--- src/rtl/threed_pkg.sv ---
// Shared types and widths for the triangle assembly path.
package threed_pkg;

  localparam int VTX_W   = 96;
  localparam int TRI_W   = 288;
  localparam int COLOR_W = 24;

  typedef struct packed {
    logic [31:0] x;
    logic [31:0] y;
    logic [31:0] z;
  } vertex_t;

  typedef enum logic [1:0] {
    VA = 2'd0,
    VB = 2'd1,
    VC = 2'd2
  } vsel_e;

  function automatic vsel_e vsel_next(input vsel_e v);
    return (v == VC) ? VA : vsel_e'(v + 2'd1);
  endfunction

endpackage

--- src/rtl/tri_fifo.sv ---
// First-word-fall-through FIFO: the head entry is visible on dout whenever not empty.
module tri_fifo #(
  parameter int WIDTH = 313,
  parameter int DEPTH = 8
) (
  input  logic             clk_in,
  input  logic             rst_n_in,
  input  logic             push,
  input  logic             pop,
  input  logic [WIDTH-1:0] din,
  output logic [WIDTH-1:0] dout,
  output logic             full,
  output logic             empty
);

  localparam int PTR_W = $clog2(DEPTH);
  localparam logic [PTR_W:0] FULL_CNT = (PTR_W + 1)'(DEPTH);

  logic [WIDTH-1:0] mem [DEPTH];
  logic [PTR_W-1:0] wr_ptr, rd_ptr;
  logic [PTR_W:0]   count;
  logic             do_push, do_pop;

  assign empty   = (count == '0);
  assign full    = (count == FULL_CNT);
  assign do_pop  = pop && !empty;
  // A push into a full FIFO still lands when the head leaves in the same cycle.
  assign do_push = push && (!full || do_pop);

  always_ff @(posedge clk_in or negedge rst_n_in) begin
    if (!rst_n_in) begin
      wr_ptr <= '0;
      rd_ptr <= '0;
      count  <= '0;
    end else begin
      if (do_push) wr_ptr <= wr_ptr + 1'b1;
      if (do_pop)  rd_ptr <= rd_ptr + 1'b1;
      case ({do_push, do_pop})
        2'b10:   count <= count + 1'b1;
        2'b01:   count <= count - 1'b1;
        default: count <= count;
      endcase
    end
  end

  // NOTE: the storage array has no reset; the output is gated to zero while empty
  // instead, so stale or uninitialised contents are never visible.
  always_ff @(posedge clk_in) begin
    if (do_push) mem[wr_ptr] <= din;
  end

  assign dout = empty ? '0 : mem[rd_ptr];

endmodule

--- src/rtl/tri_assembler.sv ---
// Regroups the object-interleaved vertex stream into per-object triangles and
// queues them for the rasterizer behind a ready/valid handshake.
module tri_assembler
  import threed_pkg::*;
#(
  parameter int OBJS       = 2,
  parameter int FIFO_DEPTH = 8
) (
  input  logic               clk_in,
  input  logic               rst_n_in,
  input  logic               vtx_valid_in,
  input  logic [31:0]        vtx_x_in,
  input  logic [31:0]        vtx_y_in,
  input  logic [31:0]        vtx_z_in,
  input  logic [COLOR_W-1:0] vtx_color_in,
  input  logic               vtx_last_in,
  output logic               tri_valid_out,
  input  logic               tri_ready_in,
  output logic [TRI_W-1:0]   tri_data_out,
  output logic [COLOR_W-1:0] tri_color_out,
  output logic               tri_last_out,
  output logic               overflow_out,
  output logic               sync_err_out
);

  localparam int OBJ_W   = (OBJS > 1) ? $clog2(OBJS) : 1;
  localparam int ENTRY_W = TRI_W + COLOR_W + 1;
  localparam logic [OBJ_W-1:0] OBJ_MAX = OBJ_W'(OBJS - 1);

  logic [OBJ_W-1:0]   obj_cnt;
  vsel_e              vsel;
  vertex_t            bank_a [OBJS];
  vertex_t            bank_b [OBJS];
  vertex_t            cur_vtx;
  logic               group_end, misaligned, c_strobe;
  logic               asm_valid;
  logic [ENTRY_W-1:0] asm_entry;
  logic               fifo_full, fifo_empty, fifo_pop;
  logic [ENTRY_W-1:0] fifo_dout;

  assign cur_vtx    = {vtx_x_in, vtx_y_in, vtx_z_in};
  assign group_end  = (obj_cnt == OBJ_MAX) && (vsel == VC);
  assign misaligned = vtx_valid_in && vtx_last_in && !group_end;
  assign c_strobe   = vtx_valid_in && (vsel == VC);

  always_ff @(posedge clk_in or negedge rst_n_in) begin
    if (!rst_n_in) begin
      obj_cnt      <= '0;
      vsel         <= VA;
      sync_err_out <= 1'b0;
      for (int i = 0; i < OBJS; i++) begin
        bank_a[i] <= '0;
        bank_b[i] <= '0;
      end
    end else if (vtx_valid_in) begin
      if (vsel == VA) bank_a[obj_cnt] <= cur_vtx;
      if (vsel == VB) bank_b[obj_cnt] <= cur_vtx;
      if (misaligned) begin
        // NOTE: the later non-blocking clear overrides the bank write above for
        // the same element, so a misaligned last vertex discards everything.
        obj_cnt      <= '0;
        vsel         <= VA;
        sync_err_out <= 1'b1;
        for (int i = 0; i < OBJS; i++) begin
          bank_a[i] <= '0;
          bank_b[i] <= '0;
        end
      end else if (obj_cnt == OBJ_MAX) begin
        obj_cnt <= '0;
        vsel    <= vsel_next(vsel);
      end else begin
        obj_cnt <= obj_cnt + 1'b1;
      end
    end
  end

  // The C vertex completes its object's triangle; its last flag rides along,
  // so a misaligned C vertex still emits a triangle marked last.
  always_ff @(posedge clk_in or negedge rst_n_in) begin
    if (!rst_n_in) begin
      asm_valid <= 1'b0;
      asm_entry <= '0;
    end else begin
      asm_valid <= c_strobe;
      if (c_strobe)
        asm_entry <= {bank_a[obj_cnt], bank_b[obj_cnt], cur_vtx, vtx_color_in, vtx_last_in};
    end
  end

  assign fifo_pop = tri_valid_out && tri_ready_in;

  always_ff @(posedge clk_in or negedge rst_n_in) begin
    if (!rst_n_in)                                  overflow_out <= 1'b0;
    else if (asm_valid && fifo_full && !fifo_pop)   overflow_out <= 1'b1;
  end

  tri_fifo #(
    .WIDTH (ENTRY_W),
    .DEPTH (FIFO_DEPTH)
  ) u_fifo (
    .clk_in   (clk_in),
    .rst_n_in (rst_n_in),
    .push     (asm_valid),
    .pop      (fifo_pop),
    .din      (asm_entry),
    .dout     (fifo_dout),
    .full     (fifo_full),
    .empty    (fifo_empty)
  );

  assign tri_valid_out = !fifo_empty;
  assign {tri_data_out, tri_color_out, tri_last_out} = fifo_dout;

endmodule

--- config.mk ---
export PLATFORM = sky130hd
export DESIGN_NAME = tri_assembler
export DESIGN_NICKNAME = d
export VERILOG_FILES = /design/src/rtl/threed_pkg.sv /design/src/rtl/tri_fifo.sv /design/src/rtl/tri_assembler.sv
export SDC_FILE = /design/constraint.sdc
export NUM_CORES = 2
export LEC_CHECK = 0
export ABC_AREA = 1
export CORE_ASPECT_RATIO = 0.5
export CORE_MARGIN = 5
export CORE_UTILIZATION = 45
export CTS_CLUSTER_SIZE = 40
export DETAILED_ROUTE_END_ITERATION = 7
export MAX_ROUTING_LAYER = met4
export PLACE_DENSITY = 0.62
export SLEW_MARGIN = 20
export SYNTH_ARGS = -nofsm -noshare
export SYNTH_HDL_FRONTEND = slang
export SYNTH_SLANG_ARGS = --single-unit
--- constraint.sdc ---
create_clock -name clk_in -period 16.2 [get_ports clk_in]
set_input_delay 1.62 -clock clk_in [delete_from_list [all_inputs] [get_ports clk_in]]
set_output_delay 1.62 -clock clk_in [all_outputs]
set_load 0.05 [all_outputs]
**Word level (Yosys, flattened, before mapping)**

Memory sizes are Yosys's and may differ from the RTL's.
Index checks and enable logic that the tools add are counted.
Widths: inputs -> output; s select.

- Register bits: 713
- Memory bits (writable): 2,504
- Bits of input ports: 125
- Output and inout bits: 316
- Word-level logic and storage cells: 84
- Memories kept: 1

Memory list:

| memory | depth | bits a word | rd ports | clocked after Yosys merged registers in | wr ports | line | source |
|---|---|---|---|---|---|---|---|
| u_fifo.mem | 8 | 313 | 1 | 0 | 1 | tri_fifo.sv:19 | `logic [WIDTH-1:0] mem [DEPTH];` |

- Add/subtract/negate cells: 6
- $lt $le $gt $ge: 2
- Equal/unequal tests: 5
- Mux-type cells: 23
- Bitwise logic cells: 1
- Reduce and logical (&&, ||, !) cells: 25

Operators by type and width:

| kind | count |
|---|---|
| $mux 192 | 4 |
| $mux 96 | 7 |
| $bwmux 192 | 2 |
| $mux 313 | 1 |
| $demux 96 s1 | 1 |
| $logic_and 1x1->1 | 10 |
| $pmux 4 s2 | 1 |
| $reduce_and 2->1 | 4 |
| $reduce_bool 2->1 | 4 |
| $add 3x1->3 const B | 2 |
| $mux 2 | 3 |
| $add 4x1->4 const B | 1 |
| $eq 2x1->1 const B | 2 |
| $eq 2x2->1 const B | 2 |
| $eq 4x4->1 const B | 1 |
| $logic_not 1->1 | 4 |
| $logic_not 4->1 | 1 |
| $mux 1 | 4 |
| $sub 4x1->4 const B | 1 |
| $add 2x1->2 const B | 1 |
| $ge 2x2->1 const B | 1 |
| $logic_not 2->1 | 1 |
| $lt 2x1->1 const B | 1 |
| $not 1->2 | 1 |
| 2 further kinds | 2 |

**Longest topological paths before layout**

- Word-level depth: 8
- Depth in mapped cells: 13
- Mapped depth without buffers: 13

**Cells and area by module**

From an unflattened synthesis, not the netlist that was laid out.

- Cells, all modules: 11,179
- Area, all modules: 128,764.7 um^2

By module, submodules not included:

| module | instances | cells each | area each (um^2) | sequential area each (um^2) |
|---|---|---|---|---|
| tri_fifo | 1 | 7,801 | 98,612.1 | 75,442.4 |
| tri_assembler | 1 | 3,378 | 30,152.7 | 17,591.9 |

**Worst setup path before layout**

No wires, ideal clock.

- Path kind: input -> register
- Start: input port tri_ready_in
- End: memory u_fifo.mem[0][0], enable pin
- Setup time: 0.994 ns
- Data arrival time: 15.135 ns
- Data required time: 15.206 ns
- Slack: 0.071 ns
- Cell stages on the path: 5
- Buffers on the path: 0
- Cell sequence: nor2_1 > nand3_1 > nand2_1 > or2_2 > nor2_1

- Cells in the longest elaborated chain, start to end: 6

Ends and longest elaborated chain:

| element | line | source |
|---|---|---|
| start, declared | tri_assembler.sv:18 | `input logic tri_ready_in,` |
| $logic_and 1x1->1 | tri_assembler.sv:90 | `assign fifo_pop = tri_valid_out && tri_ready_in;` |
| $logic_and 1x1->1 | tri_fifo.sv:26 | `assign do_pop = pop && !empty;` |
| $logic_or 1x1->1 | tri_fifo.sv:28 | `assign do_push = push && (!full \|\| do_pop);` |
| $logic_and 1x1->1 | tri_fifo.sv:28 |  |
| $mux 1 | tri_fifo.sv:49 | `if (do_push) mem[wr_ptr] <= din;` |
| $mux 1 (not written as such) | tri_fifo.sv:49 |  |
| end, declared | tri_fifo.sv:19 |  |

Every way passes these cells.

**Final worst setup path**

- Start: register u_fifo.rd_ptr[1]
- End: output port tri_data_out[269]

- Cells in the longest elaborated chain, start to end: 2

Ends and longest elaborated chain:

| element | line | source |
|---|---|---|
| start, declared | tri_fifo.sv:20 | `logic [PTR_W-1:0] wr_ptr, rd_ptr;` |
| start signal, assigned | tri_fifo.sv:37 | `if (do_pop) rd_ptr <= rd_ptr + 1'b1;` |
| $mem_v2 8x313 | n/a |  |
| $mux 313 | tri_fifo.sv:52 | `assign dout = empty ? '0 : mem[rd_ptr];` |
| end, declared | tri_assembler.sv:19 | `output logic [TRI_W-1:0] tri_data_out,` |

Every way passes these cells.

==> flow_summary.ini <==
[sta]
max_freq_mhz = 125
hold_viol_final = 0
timing.final.ws_setup_ps = 8230
max_slew.worst_pin.slew_ps = 1260
grt_setup_unrepaired = no
maxSlewViolCount = 0
time_the_worst_path_needs_with_i_o_delays_and_setup_ps = 7970
layout_worst_path_cycle_share = 0.492
totalNegativeSetupSlack_ps = 0
timing.clock.skew_ps = 61.4
max_slew_margin = 0.159
timing.final.setup_violations = 0

[cts]
insertion_delay_ps = 890
cts_repair_resize_count = 0
cts_inserted_buffers = 293
cts_root_buffer = clkbuf_16
cts_hold_buffers = 0
cts.sinks = 3217
clk_path_buf_depth = 4
clock_slew_at_the_register_clock_pins_of_the_worst_setup_and_hold_paths_ps = 70
cts_post_setup_buffers_inserted = 0
tritoncts = done
htreeDepth = 5

[yosys]
synth_seq_cells = 3217
net_count_after_synthesis = 10900
post_synth_num_cell_types = 29
post_synth_instance_area_mm2 = 0.127
post_synth_main_area_contributors = edfxtp_1, dfrtp_1, nor2_1
synth_top_cell_by_area = edfxtp_1
synthesized_instance_count = 10800
synth-main-ff-cell = edfxtp_1
synthesis.area_per_instance_um2 = 11.8
ys_async_sr_fraction = 0.222
synth.top_cell.area_share = 0.591
synth-edff-count = 2504
synth_sequential_area_ratio = 0.731
ys_warns = 0

[placed_design]
routabilityCongestion = 0.834
post-dp-hpwl_um = 214000
placement.setup.worst_slack_ps = 9030
placement.io_buffers = 440

[cells_and_area]
nNetsFinal = 11000
ff_latch_area_mm2 = 0.0930
area_of_the_multi_input_gates_mm2 = 0.0308
filler_cell_count = 24300
areaGrowthSynthToFinish_pct = 13.1
mostFrequentLayoutCells = nor2_1, edfxtp_1, nand2_1
commonest_non_fill_non_tap_cell_in_the_layout = nor2_1
fin_util = 0.510
post_route_cells_drive_above_1_share = 0.0535

[critical_path]
timing.critical_path.to_type = primary output
setup.worst_path.start_class = register
critPathArrivalTime_ps = 6350
critical_path_class = register to primary output
critical_path_peak_fanout = 89
critPathRequiredTime_ps = 14580

[detailed_routing]
routed-via-count = 85900
drcViolationCount = 0
initial_detailed_routing_violation_count = 10400
post_drt_via_cell_ratio = 5.76
avgRoutedWirePerCell_um = 25.9
drt_pass1_iterations = 7
postRouteWirelength_um = 386000
ant_nets = 0

[floorplan]
core_ar_mm2 = 0.282
io_pins = 441
rows = 138
die_width_um = 762
die-area_mm2 = 0.294
initial_core_util = 0.451
die_h_um = 386

[min_path]
hp-class = register to register

[grt]
track_usage = 0.264
grt_pass1_wl_um = 561000
grt_antenna_before_repair = 39
first_global_vias = 80700
maximum_number_of_pins_on_one_net_before_global_route_repair = 231
globalRoute.totalOverflow = 0

[flow_run]
max_capacitance_violation_count = 0

[power_and_ir_drop]
p_per_area_mw_per_mm2 = 214
p_leak_nw = 53.1
vdd.ir_drop.worst_uv = 284

[outcome]
status = finished clean
[sequential cells by signal, summed over array words and instances (netlist names)]
register       count
vsel               2
obj_cnt            1
sync_err_out       1
asm_entry        313
overflow_out       1
asm_valid          1
u_fifo.mem      2504
u_fifo.count       4
u_fifo.wr_ptr      3
bank_b           192
u_fifo.rd_ptr      3
bank_a           192
[cells by family (layout without fill, tap and decap cells)]
family | count (synthesis) | count (layout) | share of synthesized area
xor gates and xnor gates | 5 | 5 | 0.000344
DFF | 3217 | 3217 | 0.731
buffers and inverters | 821 | 1128 | 0.0280
other | 0 | 35 | 0
adders and majority gates | 5 | 5 | 0.000492
AOI/OAI and AO/OA | 2077 | 2077 | 0.0947
and+or+nand+nor | 4662 | 4662 | 0.145
[worst max-delay path, cell delays in order, from the launching register on]
cell	delay, ps
dfrtp_4	990
buf_4	700
buf_4	690
buf_4	860
o21ai_0	210
o22ai_1	220
nor2_1	60
nor2_1	640
clkdlybuf4s50_1	960
[Yosys cell counts, types with 2 or more instances]
| master | n |
|---|---|
| nor2_1 | 2588 |
| edfxtp_1 | 2504 |
| nand2_1 | 1672 |
| o21ai_0 | 1188 |
| dfrtp_1 | 713 |
| clkbuf_1 | 519 |
| nand4_1 | 384 |
| o211ai_1 | 313 |
| o22ai_1 | 313 |
| o31ai_1 | 192 |
| buf_2 | 183 |
| o21ai_1 | 67 |
| buf_4 | 57 |
| buf_1 | 34 |
| inv_1 | 18 |
| nand3_1 | 8 |
| nand2_2 | 7 |
| buf_6 | 5 |
| ha_1 | 5 |
| inv_2 | 4 |
| xnor2_1 | 3 |
| or2_2 | 2 |
| xor2_1 | 2 |
[worst paths after layout]
path | from | endpoint | slack (ps) | cells past startpoint
worst min-delay path | bank_a[8] | bank_a[8] | 470 | 2
worst max register to register | obj_cnt | bank_a[109] | 11320 | 10
max in group asynchronous | rst_n_in | asm_entry[193] | 11670 | 5
worst max-delay path | u_fifo.rd_ptr[1] | tri_data_out[269] | 8230 | 8
min in group asynchronous | rst_n_in | asm_entry[15] | 770 | 1
worst min register to register | bank_a[8] | bank_a[8] | 470 | 2
[metrics by stage]
step | cell area [um^2] | std cells | hold WS [ps] | power [W]
5_1_grt | 144000 | 14900 | 483 | 0.0322
6_report | 144000 | 14900 | 469 | 0.0308
2_1_floorplan | 127000 | 10800 | 443 | 0.0194
4_1_cts | 144000 | 14900 | 474 | 0.0309
3_5_place_dp | 134000 | 14300 | 459 | 0.0239
3_3_place_gp | 134000 | 14300 | 454 | 0.0238
[where the power goes]
part | internal [W] | total (W) | switching, W
registers | 0.0106 | 0.0120 | 0.00137
logic | 0.00321 | 0.0117 | 0.00852
clock network | 0.00391 | 0.00703 | 0.00312
total | 0.0178 | 0.0308 | 0.0130
[area by class of cell]
| class | count | share of cell area |
|---|---|---|
| well taps | 3780 | 0.0329 |
| diodes | 35 | 0.000608 |
| clock buffers | 402 | 0.0571 |
| inverters | 23 | 0.000878 |
| repair buffers | 578 | 0.0395 |
| flip-flops and latches | 3217 | 0.646 |
| clock inverters | 125 | 0.00882 |
| multi-input cells | 6749 | 0.214 |
[routing by layer]
layer / vias up / GRT usage / wire length [um]
met5: - / - / 0
met4: 0 / 0.0849 / 12400
met3: 593 / 0.0551 / 34000
met2: 3392 / 0.388 / 173000
met1: 43400 / 0.370 / 166000
li1: 38400 / - / -
No activity file was read; power rests on OpenSTA's default activity.
